<file path="src/rtl/pll_reset_sequencer.sv">
// Reset manager for a PLL: synchronises LOCK, waits for a stable hold-off,
// releases reset channels in ascending order and re-asserts them on lock loss.
module pll_reset_sequencer #(
  parameter int NUM_OUT      = 3,
  parameter int HOLD_CYCLES  = 16,
  parameter int STAGE_CYCLES = 4,
  parameter int LOSS_FILTER  = 3,
  parameter int CNT_W        = 8
) (
  input  logic               clock,
  input  logic               rst_n,
  input  logic               lock,
  input  logic               sw_reset,
  output logic [NUM_OUT-1:0] rst,
  output logic               ready,
  output logic [CNT_W-1:0]   loss_count,
  output logic [1:0]         dbg_state
);

  localparam int HOLD_W  = $clog2(HOLD_CYCLES) + 1;
  localparam int STAGE_W = $clog2(STAGE_CYCLES) + 1;
  localparam int LOSS_W  = $clog2(LOSS_FILTER) + 1;
  localparam int IDX_W   = $clog2(NUM_OUT) + 1;

  localparam logic [HOLD_W-1:0]  HOLD_LAST  = HOLD_W'(HOLD_CYCLES - 1);
  localparam logic [STAGE_W-1:0] STAGE_LAST = STAGE_W'(STAGE_CYCLES - 1);
  localparam logic [LOSS_W-1:0]  LOSS_LAST  = LOSS_W'(LOSS_FILTER - 1);
  localparam logic [IDX_W-1:0]   IDX_LAST   = IDX_W'(NUM_OUT - 1);
  localparam logic [IDX_W-1:0]   IDX_ONE    = IDX_W'(1);

  typedef enum logic [1:0] {
    S_WAIT_LOCK = 2'd0,
    S_HOLD      = 2'd1,
    S_STAGE     = 2'd2,
    S_RUN       = 2'd3
  } state_t;

  // Handshake: none; lock is a level sampled every edge, sw_reset is a
  // single-cycle request sampled on the edge it is high.

  state_t               r_state, w_state_nxt;
  logic                 r_sync1, r_sync2;
  logic                 w_lock_s;
  logic [HOLD_W-1:0]    r_hold_cnt, w_hold_nxt;
  logic [STAGE_W-1:0]   r_stage_cnt, w_stage_nxt;
  logic [LOSS_W-1:0]    r_loss_cnt, w_loss_nxt;
  logic [IDX_W-1:0]     r_idx, w_idx_nxt;
  logic [NUM_OUT-1:0]   r_rst, w_rst_nxt;
  logic                 r_ready, w_ready_nxt;
  logic [CNT_W-1:0]     r_loss_count, w_loss_count_nxt;
  logic [NUM_OUT-1:0]   w_released;

  // Channels 0..up_to are released (low); everything above stays in reset.
  function automatic logic [NUM_OUT-1:0] f_release(input logic [IDX_W-1:0] up_to);
    logic [NUM_OUT-1:0] v;
    v = '1;
    for (int i = 0; i < NUM_OUT; i++) begin
      v[i] = (IDX_W'(i) > up_to);
    end
    return v;
  endfunction

  assign w_lock_s = r_sync2;

  always_ff @(posedge clock) begin
    if (!rst_n) begin
      r_sync1 <= 1'b0;
      r_sync2 <= 1'b0;
    end else begin
      r_sync1 <= lock;
      r_sync2 <= r_sync1;
    end
  end

  always_ff @(posedge clock) begin
    if (!rst_n) begin
      r_state      <= S_WAIT_LOCK;
      r_hold_cnt   <= '0;
      r_stage_cnt  <= '0;
      r_loss_cnt   <= '0;
      r_idx        <= '0;
      r_rst        <= '1;
      r_ready      <= 1'b0;
      r_loss_count <= '0;
    end else begin
      r_state      <= w_state_nxt;
      r_hold_cnt   <= w_hold_nxt;
      r_stage_cnt  <= w_stage_nxt;
      r_loss_cnt   <= w_loss_nxt;
      r_idx        <= w_idx_nxt;
      r_rst        <= w_rst_nxt;
      r_ready      <= w_ready_nxt;
      r_loss_count <= w_loss_count_nxt;
    end
  end

  always_comb begin
    w_state_nxt      = r_state;
    w_hold_nxt       = r_hold_cnt;
    w_stage_nxt      = r_stage_cnt;
    w_loss_nxt       = r_loss_cnt;
    w_idx_nxt        = r_idx;
    w_rst_nxt        = r_rst;
    w_ready_nxt      = r_ready;
    w_loss_count_nxt = r_loss_count;

    unique case (r_state)
      // WAIT_LOCK keeps hold_cnt at zero, so the first high sample there is
      // handled exactly like a hold sample; only sw_reset treatment differs.
      S_WAIT_LOCK, S_HOLD: begin
        w_stage_nxt = '0;
        w_idx_nxt   = '0;
        w_loss_nxt  = '0;
        w_rst_nxt   = '1;
        w_ready_nxt = 1'b0;
        if (!w_lock_s) begin
          w_state_nxt = S_WAIT_LOCK;
          w_hold_nxt  = '0;
        end else if (r_state == S_HOLD && sw_reset) begin
          w_hold_nxt  = '0;
        end else if (r_hold_cnt == HOLD_LAST) begin
          w_hold_nxt = '0;
          if (NUM_OUT == 1) begin
            w_state_nxt = S_RUN;
            w_rst_nxt   = '0;
            w_ready_nxt = 1'b1;
          end else begin
            w_state_nxt = S_STAGE;
            w_idx_nxt   = IDX_ONE;
            w_rst_nxt   = f_release('0);
          end
        end else begin
          w_state_nxt = S_HOLD;
          w_hold_nxt  = r_hold_cnt + 1'b1;
        end
      end

      S_STAGE, S_RUN: begin
        if (!w_lock_s && r_loss_cnt == LOSS_LAST) begin
          // Loss wins over a coincident sw_reset.
          w_state_nxt = S_WAIT_LOCK;
          w_hold_nxt  = '0;
          w_stage_nxt = '0;
          w_loss_nxt  = '0;
          w_idx_nxt   = '0;
          w_rst_nxt   = '1;
          w_ready_nxt = 1'b0;
          if (r_loss_count != '1) begin
            w_loss_count_nxt = r_loss_count + 1'b1;
          end
        end else if (sw_reset) begin
          w_state_nxt = S_HOLD;
          w_hold_nxt  = '0;
          w_stage_nxt = '0;
          w_loss_nxt  = '0;
          w_idx_nxt   = '0;
          w_rst_nxt   = '1;
          w_ready_nxt = 1'b0;
        end else begin
          w_loss_nxt = w_lock_s ? '0 : r_loss_cnt + 1'b1;
          if (r_state == S_STAGE) begin
            if (r_stage_cnt == STAGE_LAST) begin
              w_stage_nxt = '0;
              w_rst_nxt   = f_release(r_idx);
              if (r_idx == IDX_LAST) begin
                w_state_nxt = S_RUN;
                w_ready_nxt = 1'b1;
                w_idx_nxt   = '0;
              end else begin
                w_idx_nxt = r_idx + 1'b1;
              end
            end else begin
              w_stage_nxt = r_stage_cnt + 1'b1;
            end
          end
        end
      end

      default: begin
        w_state_nxt = S_WAIT_LOCK;
      end
    endcase
  end

  assign rst        = r_rst;
  assign ready      = r_ready;
  assign loss_count = r_loss_count;
  assign dbg_state  = r_state;

  // Released channels always form a contiguous run starting at channel 0.
  assign w_released = ~r_rst;

  assert property (@(posedge clock) disable iff (!rst_n) r_ready |-> (r_rst == '0));
  assert property (@(posedge clock) disable iff (!rst_n)
                   ((w_released & (w_released + 1'b1)) == '0));

endmodule

</file>
<file path="config.mk">
export PLATFORM = sky130hd
export DESIGN_NAME = pll_reset_sequencer
export DESIGN_NICKNAME = d
export VERILOG_FILES = /design/src/rtl/pll_reset_sequencer.sv
export SDC_FILE = /design/constraint.sdc
export NUM_CORES = 1
export LEC_CHECK = 0
export BUFFER_PORTS_ARGS = -buffer_cell sky130_fd_sc_hd__buf_2
export CAP_MARGIN = 10
export CORE_MARGIN = 1.5
export CORE_UTILIZATION = 35
export CTS_BUF_LIST = sky130_fd_sc_hd__clkbuf_8
export DETAILED_ROUTE_END_ITERATION = 8
export HOLD_SLACK_MARGIN = 0.08
export SLEW_MARGIN = 20
export SYNTH_ARGS = -nofsm -noshare
export SYNTH_HDL_FRONTEND = slang
export SYNTH_SLANG_ARGS = --single-unit
</file>
<file path="constraint.sdc">
create_clock -name clock -period 1.7 [get_ports clock]
set_input_delay 0.34 -clock clock [delete_from_list [all_inputs] [get_ports clock]]
set_output_delay 0.34 -clock clock [all_outputs]
set_load 0.01 [all_outputs]
</file>
==> metrics, run 1 <==
Register Area=602 um2; clock-pin slew on the worst setup and hold paths=0.06 ns; Fmax=615 MHz; Syn Inst Count=around 140; Mapped Nets=152; kind of critical path=flip-flop to flip-flop; area of the multi-input gates=692 um2; FF-to-FF Start=r_loss_cnt[0]; Critical Path Sink=rst[1]; maxcap violations=0; register share of total power=57.1%; CP max stage delay=approximately 0.34 ns; IO Port Bufs=17; Critical Path Source=r_loss_cnt[0]; Initial Utilization=36.6%; Final Worst Setup Slack=approximately 0.075 ns; CP endpoint kind=flip-flop; Cell Int Power=a little under 0.001 W; DRC viols=0; count of final max-slew check failures=0; vias=1117; syn_area_per_cell=9.38 um2; CTS Buf Count=5; Die ar.=0.00421 mm2; Clock Power Share=41.1%; Data required, critical path=1.87 ns; 1st-iter DRT viols=81; Final min period=1.63 ns; number of global-route vias before repair=1090; Post-CTS Hold Buffers=0; I/O pins=18; Total GRT Usage=14.5%; clk root buf=clkbuf_8; layout cells sized above 1=about 22%; r2r setup slk=0.07 ns; CTS tree=built; Synth Warn #=0; Clock Skew=around 0.0043 ns; Die X=roughly 65 um; CP max-delay cell=dfxtp_2; flops & latches, synth=30; post-route ant nets=0; Nets=180; Crit Path Max Fanout=7; Mapped Area=0.00134 mm2; Pre-antenna DRT Iters=6; fin crit share=about 96%; dpl ws=0.0377 ns; Peak VDD IR=0.000535 V; drt wl/cell=12.6 um; worst hold path class=input port to flip-flop; Synth cell types=45; Critical Path AT=1.79 ns; Leakage=0.635 nW; routed wire length=2750 um; H-tree depth=2; reg2reg end=rst[1]; initial antenna violation count=0; Top FF cell, synth=dfxtp_1; cell depth of the worst flop-to-flop path=7; number of flops mapped to enable cells by yosys=0; diode count=0; Switching Share=a little over a fifth; Slew HR=between 70% and 80%; Core ar.=0.00366 mm2; global placement routability congestion=between 0.7 and 0.8; Async SR Flop Fraction=0%; run status=complete, no violations; Final Power=0.00125 W; Area Growth Syn to Fin=19.7%; DR vias/cell=5.10; largest net degree at the start of global routing=15; Critical Path Start Type=flip-flop; sequential share of the synthesized area=between 40% and 50%; clk_lat worst skew=0.28 ns; Rows=22; fillers=368; DPL Wire Length=around 1900 um; Cell Chain, Critical Path=inv_1, ha_1, nor3b_2, nor3b_4, buf_4, nand2_4, a211o_1; PwrDens=~780 mW/mm2; Worst-Margin Slew=0.427 ns; clk buf depth=2; Logic pwr share=1.8%; final hold viol count=0; final setup fails=0; grt ovf=0; Switch Pwr=between 0.0002 and 0.0003 W; Die Span Y=64.9 um; first-pass GRT wire length=about 4800 um; Num Clock Sinks=30
## Yosys cell counts, drive strengths merged (4+ instances only)
library cell	count	share of area, %
dfxtp	30	45
nor3	9	3.4
nor2	10	2.8
buf	4	2.0
a21oi	7	2.6
nand2	8	2.4
ha	5	4.7
o21ai	7	3.5
xor2	4	2.6
inv	8	2.2
nand3	7	2.6
## power groups by stage
stage	clock network (W)	logic [W]	registers (W)
6_report	0.000512	0.0000224	0.000711
5_1_grt	0.000558	0.0000253	0.000711
4_1_cts	0.000525	0.0000213	0.000711
3_5_place_dp	0	0.0000211	0.000726
3_3_place_gp	0	0.0000206	0.000726
2_1_floorplan	0	0.0000145	0.000725
## timing repair
action,in CTS,in global routing
setup endpoints to repair,0,10
resized for setup,0,3
buffers inserted,0,4
## routing by layer
layer | global-route usage (%) | share of wire [%] | up-vias
met5 | 0 | 0 | -
met4 | 5.32 | 1.6 | 0
met3 | 5.73 | 4.6 | 8
met2 | 23.1 | 46 | 25
met1 | 17.7 | 48 | 514
li1 | - | - | 570
## flip-flops by register name, indices dropped and copies added (netlist names)
register	count
r_idx	3
r_loss_cnt	3
ready	1
rst	3
r_sync2	1
r_stage_cnt	3
loss_count	8
r_hold_cnt	5
dbg_state	2
r_sync1	1
## through the flow
step                hold slack, ns  instances  area (um2)  setup TNS (ns)  utilization, %
floorplan                    0.412        143        1340               0               -
global placement             0.428        207        1490               0            40.6
detailed placement           0.436        207        1490               0            40.6
CTS                          0.266        214        1560               0            42.7
global route                 0.262        219        1610         -0.0830            43.8
finish                       0.271        219        1610               0            43.8
## cells by family (layout without fill, tap and decap cells)
logic type / after synthesis / after routing / synth area share (%)
AND/OR/NAND/NOR: 57 / 58 / 25.4
AO/OA/AOI/OAI: 31 / 31 / 16.0
buffers and inverters: 13 / 40 / 4.48
XOR/XNOR: 6 / 6 / 3.92
multiplexers: 1 / 1 / 0.746
flip-flops: 30 / 30 / 44.8
adder cells (fa/ha/maj): 5 / 5 / 4.66
## cells in the final DEF, fill, tap and decap left out, drive strengths merged, types with 2 or more instances in the layout
cell type / synthesis / routed
dfxtp: 30 / 30
buf: 4 / 25
inv: 8 / 10
nor2: 10 / 10
nor3: 9 / 9
nand2: 8 / 9
nand3: 7 / 7
a21oi: 7 / 7
o21ai: 7 / 7
ha: 5 / 5
clkbuf: 1 / 5
xor2: 4 / 4
nand4: 3 / 3
and2: 3 / 3
a31oi: 3 / 3
nor2b: 3 / 3
nor3b: 3 / 3
o21a: 2 / 2
nand2b: 2 / 2
xnor2: 2 / 2
nand3b: 2 / 2
a211o: 2 / 2
## worst min-delay path by stage
| stage | start | endpoint | slack (ns) | cells after the start |
|---|---|---|---|---|
| after global placement | r_sync1 | r_sync2 | 0.43 | 1 |
| final | lock | r_sync1 | 0.27 | 2 |
| after detailed placement | r_sync1 | r_sync2 | 0.44 | 1 |
| after global routing | lock | r_sync1 | 0.26 | 2 |
| after floorplan | r_sync1 | r_sync2 | 0.41 | 1 |
| after CTS | lock | r_sync1 | 0.27 | 2 |
## worst max-delay path, delay by kind of cell (launching register included)
kind	cells	cell delay [ns]
simple gates	3	0.53
buf+inv	2	0.21
fa+ha+maj	1	0.19
compound gates	1	0.23
flops	1	0.34
## cell type report
type                    instances  area share (%)
multi-input cells             101            43.1
flip-flops and latches         30            37.5
repair buffers                 25            9.04
clock buffers                   5            4.29
well taps                      48            3.74
inverters                       8            1.87
clock inverters                 2           0.468
Note: power is estimated with default switching activity, not from simulation.
==> inputs of run 2 (changes only) <==
--- a/config.mk
+++ b/config.mk
@@ -8,10 +8,11 @@
 export BUFFER_PORTS_ARGS = -buffer_cell sky130_fd_sc_hd__buf_2
 export CAP_MARGIN = 10
 export CORE_MARGIN = 1.5
-export CORE_UTILIZATION = 35
+export CORE_UTILIZATION = 58
 export CTS_BUF_LIST = sky130_fd_sc_hd__clkbuf_8
 export DETAILED_ROUTE_END_ITERATION = 8
 export HOLD_SLACK_MARGIN = 0.08
+export PLACE_DENSITY = 0.8
 export SLEW_MARGIN = 20
 export SYNTH_ARGS = -nofsm -noshare
 export SYNTH_HDL_FRONTEND = slang
==> run 2 against run 1 <==
  * Sequential power is essentially flat
  * Wire length grew 2.5%
  * Via count grew 1.7%
  * Sequential cell count is the same
  * Count of clock-buffer cells in the layout grew 3
  * Clock power grew 29%
  * Cell count shrank 9.6%
  * Non-clock buffer count shrank 2
  * First-iteration DRC count shrank 80%
  * Sequential share of layout area grew 0.058 points
  * Worst hold slack lost 0.0084 ns
  * Critical endpoint is now rst[0]
  * Largest cell class unchanged
==> metrics, run 2 (synthesized netlist as in run 1, its figures left out) <==
run status=complete, no violations; post-route cell area=0.00160 mm2; fillers=~170; Fmax=612 MHz; Initial Utilization=61.2%; CTS Buf Count=5; clk buf depth=2; Finished Layout Cells=198; clk root buf=clkbuf_8; fin crit share=96.1%; PwrDens=871 mW/mm2; Data required, critical path=1.87 ns; Area Growth Syn to Fin=19.5%; max FFs per register=8; largest net degree at the start of global routing=15; Leakage=0.633 nW; Critical Path AT=roughly 1.8 ns; worst hold path class=input port to flip-flop; clock-pin slew on the worst setup and hold paths=0.06 ns; drt wl/cell=14.3 um; Rows=17; DR vias/cell=5.74; Total GRT Usage=23.2%; global placement routability congestion=0.770; vias=1136; Final min period=1.63 ns; Die X=around 51 um; diode count=0; Nets=178; clk_lat worst skew=roughly 0.28 ns; Crit Path Max Fanout=5; setup TNS=0 ns; DRC viols=0; count of final max-slew check failures=0; Pre-antenna DRT Iters=4; grt ovf=0; kind of critical path=flip-flop to flip-flop; maxcap violations=0; DP Cell Count=186; DPL Wire Length=1810 um; leading cell type in the layout, fill and taps excluded=dfxtp_1; Finished Core Util=about three quarters; post-route ant nets=0; initial antenna violation count=0; Final Power=0.00140 W; CP endpoint kind=flip-flop; most frequent cells in the layout=29 x dfxtp_1, 17 x buf_2, 10 x nor2_1, 9 x nor3_1; Peak VDD IR=0.000812 V; Worst-Margin Slew=0.408 ns; layout cells sized above 1=around 23%; IO Port Bufs=17; area of the multi-input gates=692 um2; placed cell area=0.00145 mm2; Die ar.=0.00261 mm2; first-pass GRT wire length=4380 um; H-tree depth=2; Die Span Y=51.1 um; final hold viol count=0; Core ar.=between 0.002 and 0.0025 mm2; Post-CTS Hold Buffers=0; Clock Skew=0.00676 ns; Slew HR=72.4%; 1st-iter DRT viols=16; Register Area=602 um2; CTS tree=built; number of global-route vias before repair=998; I/O pins=18; Critical Path Start Type=flip-flop; Num Clock Sinks=30; final setup fails=0; routed wire length=between 2000 and 3000 um
==> run 2: cell types whose count changed in the layout (fill, tap and decap cells not counted), sizes merged <==
cell	delta
buf	-2
inv	-2
clkbuf	+3
==> run 2: what timing repair did <==
action / 4_1_cts / 5_1_grt
buffers inserted: 0 / 3
setup endpoints to repair: 0 / 3
resized for setup: 0 / 3
==> run 2: area by class of cell <==
type | count | area share [%]
multi-input cells | 101 | 43.2
flip-flops and latches | 30 | 37.5
repair buffers | 23 | 8.35
clock buffers | 8 | 6.87
well taps | 28 | 2.19
inverters | 8 | 1.87
==> run 2: worst paths after layout <==
kind                                    start       endpoint  slack (ns)  cells past startpoint
worst min register to register  r_loss_cnt[0]  r_loss_cnt[0]        0.44                      1
worst min-delay path                     lock        r_sync1        0.26                      2
worst max register to register  r_loss_cnt[0]         rst[0]        0.07                      6
worst max-delay path            r_loss_cnt[0]         rst[0]        0.07                      6
==> run 2: metal layers <==
layer | vias to the layer above | share of wire, % | wire length (um) | track usage [%]
met2 | 18 | 48 | 1360 | 35.5
met1 | 543 | 46 | 1300 | 29.2
met5 | - | 0 | 0 | 0
met4 | 0 | 1.8 | 50 | 10.8
li1 | 570 | - | - | -
met3 | 5 | 4.0 | 114 | 7.89
==> run 2: worst max-delay path: stages, from the launching register on <==
cell	delay, ns
dfxtp_2	0.35
inv_1	0.05
ha_1	0.20
nor3b_2	0.18
nor3b_4	0.35
a21oi_1	0.11
a311o_1	0.29
==> run 2: per-stage QoR <==
step	setup slack, ns	hold slack [ns]
2_1_floorplan	0.215	0.412
3_3_place_gp	0.141	0.425
3_5_place_dp	0.0761	0.432
4_1_cts	0.0356	0.256
5_1_grt	-0.00248	0.260
6_report	0.0656	0.262
==> run 2: power breakdown <==
part / switching [W] / leakage (nW) / internal [W] / total (W)
clock network: 0.000255 / 0.0575 / 0.000408 / 0.000663
logic: 0.0000146 / 0.333 / 0.00000765 / 0.0000222
registers: 0.00000444 / 0.243 / 0.000707 / 0.000711
total: 0.000274 / 0.633 / 0.00112 / 0.00140
